===== config.mk =====
export PLATFORM = sky130hd
export DESIGN_NAME = rf_dump_reader
export DESIGN_NICKNAME = d
export VERILOG_FILES = /design/src/rtl/rf_dump_reader.sv
export SDC_FILE = /design/constraint.sdc
export NUM_CORES = 1
export LEC_CHECK = 0
export CORE_UTILIZATION = 25
export DETAILED_ROUTE_END_ITERATION = 8
export SYNTH_ARGS = -nofsm -noshare
export SYNTH_HDL_FRONTEND = slang
export SYNTH_SLANG_ARGS = --single-unit

===== constraint.sdc =====
create_clock -name CLK -period 1.65 [get_ports CLK]
set_input_delay 0.495 -clock CLK [delete_from_list [all_inputs] [get_ports CLK]]
set_output_delay 0.495 -clock CLK [all_outputs]
set_load 0.005 [all_outputs]

===== src/rtl/rf_dump_reader.sv =====
// rf_dump_reader
// Debug read-out engine for the RV32I register file. A start pulse walks the
// register range FIRST_REG..LAST_REG through a dedicated read port and streams
// each {index, value} pair over a valid/ready interface. This lets a debug
// bridge dump the whole register state without using the pipeline read ports.
//
// Ports:
//   CLK          rising-edge clock
//   nRST         synchronous active-low reset
//   start_i      begin a dump (only looked at while idle)
//   abort_i      cancel a dump in progress
//   rf_addr_o    register-file read address (meaningful during FETCH)
//   rf_data_i    combinational register-file read data for rf_addr_o
//   out_valid_o  stream beat valid
//   out_ready_i  stream consumer ready
//   out_idx_o    register index of the current beat
//   out_data_o   register value of the current beat
//   out_last_o   current beat is LAST_REG
//   busy_o       engine is not idle
//   done_o       one-cycle pulse after the final beat is accepted
module rf_dump_reader #(
  parameter int FIRST_REG = 0,
  parameter int LAST_REG  = 31
) (
  input  logic        CLK,
  input  logic        nRST,
  input  logic        start_i,
  input  logic        abort_i,
  output logic [4:0]  rf_addr_o,
  input  logic [31:0] rf_data_i,
  output logic        out_valid_o,
  input  logic        out_ready_i,
  output logic [4:0]  out_idx_o,
  output logic [31:0] out_data_o,
  output logic        out_last_o,
  output logic        busy_o,
  output logic        done_o
);

  localparam logic [4:0] FIRST_IDX = 5'(FIRST_REG);
  localparam logic [4:0] LAST_IDX  = 5'(LAST_REG);

  typedef enum logic [1:0] {
    IDLE,
    FETCH,
    SEND,
    DONE
  } state_t;

  state_t      state, state_n;
  logic [4:0]  cnt, cnt_n;
  logic        valid_q, valid_n;
  logic [4:0]  idx_q, idx_n;
  logic [31:0] data_q, data_n;
  logic        last_q, last_n;

  // State and beat registers. The beat is a snapshot taken in FETCH, so later
  // register-file writes to the same index cannot disturb a held beat.
  always_ff @(posedge CLK) begin
    if (!nRST) begin
      state   <= IDLE;
      cnt     <= 5'd0;
      valid_q <= 1'b0;
      idx_q   <= 5'd0;
      data_q  <= 32'd0;
      last_q  <= 1'b0;
    end else begin
      state   <= state_n;
      cnt     <= cnt_n;
      valid_q <= valid_n;
      idx_q   <= idx_n;
      data_q  <= data_n;
      last_q  <= last_n;
    end
  end

  // Next-state logic. Abort takes priority over a simultaneous handshake.
  // The counter only advances on a non-last handshake, and the last beat is
  // exactly the one whose index equals LAST_IDX, so it never passes LAST_REG.
  always_comb begin
    state_n = state;
    cnt_n   = cnt;
    valid_n = valid_q;
    idx_n   = idx_q;
    data_n  = data_q;
    last_n  = last_q;
    case (state)
      IDLE: begin
        if (start_i) begin
          cnt_n   = FIRST_IDX;
          state_n = FETCH;
        end
      end
      FETCH: begin
        if (abort_i) begin
          valid_n = 1'b0;
          last_n  = 1'b0;
          state_n = IDLE;
        end else begin
          data_n  = rf_data_i;
          idx_n   = cnt;
          last_n  = (cnt == LAST_IDX);
          valid_n = 1'b1;
          state_n = SEND;
        end
      end
      SEND: begin
        if (abort_i) begin
          valid_n = 1'b0;
          last_n  = 1'b0;
          state_n = IDLE;
        end else if (valid_q && out_ready_i) begin
          valid_n = 1'b0;
          if (last_q) begin
            state_n = DONE;
          end else begin
            cnt_n   = cnt + 5'd1;
            state_n = FETCH;
          end
        end
      end
      DONE: begin
        if (abort_i) begin
          valid_n = 1'b0;
          last_n  = 1'b0;
        end
        state_n = IDLE;
      end
      default: state_n = IDLE;
    endcase
  end

  // The read address is simply the walk counter; it holds outside FETCH.
  assign rf_addr_o   = cnt;
  assign out_valid_o = valid_q;
  assign out_idx_o   = idx_q;
  assign out_data_o  = data_q;
  assign out_last_o  = last_q;
  assign busy_o      = (state != IDLE);
  assign done_o      = (state == DONE);

endmodule


==> flow_summary.toml <==
[grt]
grt_pass1_wl_um = 8030
grt_max_degree = 31
grt_pass1_vias = 1671
grt_usage_pct = 13.7
antenna_found_initial = 0
grt_overflow = 0

[power_and_ir_drop]
power_density_nw_per_um2 = 714
combPwrFrac_pct = 14.0
seqPwrFrac_pct = 52.9
power_leakage_nw = 1.60
switching_share_pct = 25.1
clockPowerShare_pct = 33.1
ir_drop_mv = 0.310
power_switching_mw = 0.548
p_int_mw = 1.63

[floorplan]
die_area_um2 = 7510
dieHeight_um = 86.7
die_w_um = 86.7
rows = 30
coreArea_um2 = 6870
ios = 83
start_util_pct = 26.1

[placement]
placed_area_um2 = 2810
gp_congestion = 0.737
dp.cells = 399
dp_hpwl_um = 3410
port_buffers = 82

[sta]
min_period_ps = 1630
drv_slew = 0
maxSlewHeadroom_pct = 80.3
setup_violations = 0
max_freq_mhz = 613
whs_ps = 453
tightest_slew_ps = 296
finalHoldViolations = 0
period_share_pct = 98.9
skew_ps = 8.12

[final_layout]
final_area_um2 = 3060
drive_gt1_share_pct = 21.3
multi_input_area_um2 = 781
syn_to_final_growth_pct = 70.5
antenna_cells = 0
fin_cells = 416
seq_area_um2 = 953
final_util_pct = 44.5
nets = 358
fillers = 711

[setup_path]
crit_slowest_cell = "clkdlybuf4s50_1"
crit_chain = "clkdlybuf4s50_1"
crit_path_max_fanout = 2
required_ps = 1150
critPathArrivalTime_ps = 1140
end_kind = "output port"
crit_buf_inv = 1
worst-setup-path-type = "reg -> out"
crit_path_start_kind = "flip-flop"
crit_family = "buffers and inverters"
max_stage_delay_ps = 500

[yosys]
yosys_warnings = 0
syn_area_per_cell_um2 = 8.26
synth_seq_cells = 46
netlist_area_um2 = 1790
syn_inst = 217
synth-async-reset-ratio_pct = 0
synth_top_area_cell = "dfxtp_1"
seq_area_frac_synth_pct = 51.4
ys.flop_type = "dfxtp_1"
synth-edff-count = 0
synth_top_area_share_pct = 51.4
synthesis.nets = 256
ys_types = 34
synth_common_cells = "nand2_1, dfxtp_1, a21oi_1"
synth_top_cells_by_area = "dfxtp_1, nand2_1, a21oi_1"
synth_most_common_cell = "nand2_1"

[clock_tree]
cts_buffers = 5
numClockSinks = 46
clk_pin_slew_worst_paths_ps = 100
cts.path.max_buffers = 2
holdBufCountCts = 0
cts_tree = "built"
cts_root_buffer = "clkbuf_8"
cts_max_level = 2
clock_latency_ps = 300

[drt]
drt-initial-drc-count = 53
drt-pass1-iter-count = 4
ant_nets = 0
drc = 0
num_vias = 1792
wirelength_um = 5230
avgRoutedWirePerCell_um = 12.6
viasPerCell = 4.31

[run]
drv_cap = 0

[worst_hold_path]
hold_class = "reg -> reg"

[outcome]
run_status = "completed"
==> logic make-up (layout without fill, tap and decap cells) <==
logic type | count (synthesis) | count (layout) | share of synthesized area [%]
DFF | 46 | 46 | 51.4
AOI/OAI and AO/OA | 51 | 51 | 15.9
adders and majority gates | 2 | 2 | 1.40
muxes | 1 | 1 | 0.559
and+or+nand+nor | 101 | 101 | 24.9
buffers and inverters | 16 | 119 | 5.79
==> layout make-up <==
type,count,area share (%)
Timing Repair Buffer,110,36.1
Sequential cell,46,31.2
Multi-Input combinational cell,155,25.6
Tap cell,96,3.93
Clock buffer,5,2.25
Clock inverter,3,0.819
Inverter,1,0.123
==> cells in the final DEF, fill, tap and decap left out, types with 2 or more instances in the layout <==
| master | instances |
|---|---|
| dfxtp_1 | 22 |
| dlygate4sd2_1 | 20 |
| a21oi_1 | 38 |
| nor2_1 | 2 |
| a22oi_1 | 2 |
| buf_4 | 25 |
| nand2_1 | 79 |
| or2_2 | 2 |
| ha_1 | 2 |
| dlymetal6s2s_1 | 24 |
| a211oi_1 | 2 |
| o22ai_1 | 2 |
| buf_12 | 2 |
| nand2b_1 | 2 |
| clkdlybuf4s50_1 | 37 |
| clkbuf_8 | 5 |
| dfxtp_2 | 23 |
| nand3_1 | 4 |
| a31oi_1 | 2 |
| or3b_1 | 2 |
==> power by group through the flow <==
| stage | Sequential [mW] | Combinational [mW] | Clock [mW] |
|---|---|---|---|
| after floorplan | 1.18 | 0.105 | 0 |
| after global placement | 1.18 | 0.299 | 0 |
| after detailed placement | 1.18 | 0.299 | 0 |
| after CTS | 1.15 | 0.294 | 0.759 |
| after global routing | 1.16 | 0.334 | 0.798 |
| final | 1.15 | 0.306 | 0.721 |
==> per-layer routing <==
metal	wire length (µm)	track usage, %	part of all wire [%]	up-vias
met5	0	0	0	-
met4	53	4.09	1.0	0
met3	353	3.52	6.7	7
met2	2430	22.9	46	59
met1	2400	17.2	46	799
li1	-	-	-	927
==> registers in the layout, indices dropped and copies added, names as in the netlist <==
register     flops
state            2
out_last_o       1
out_valid_o      1
out_idx_o        5
rf_addr_o        5
out_data_o      32
==> what timing repair did <==
item	4_1_cts	5_1_grt
gates cloned	0	1
setup buffers	2	6
pin swaps	0	1
endpoints found under the setup margin	34	56
hold endpoints to repair	0	0
gates resized for setup	42	32
==> final timing paths <==
check / to / startpoint / slack, ps / depth (start not counted)
setup / recovery: out_valid_o / out_valid_o / 20 / 1
hold / removal: out_data_o[7] / out_data_o[7] / 450 / 2
setup reg to reg: rf_addr_o[2] / rf_addr_o[1] / 80 / 5
hold reg to reg: out_data_o[7] / out_data_o[7] / 450 / 2
==> per-stage QoR <==
step	TNS, ps	setup slack, ps	total power [mW]
after CTS	0	1.24	2.21
after global routing	-12.4	-12.4	2.29
final	0	18.7	2.18
after global placement	-11440	-296	1.48
after floorplan	0	70.6	1.29
after detailed placement	-12780	-329	1.48
Note: power is estimated with default switching activity, not from simulation.
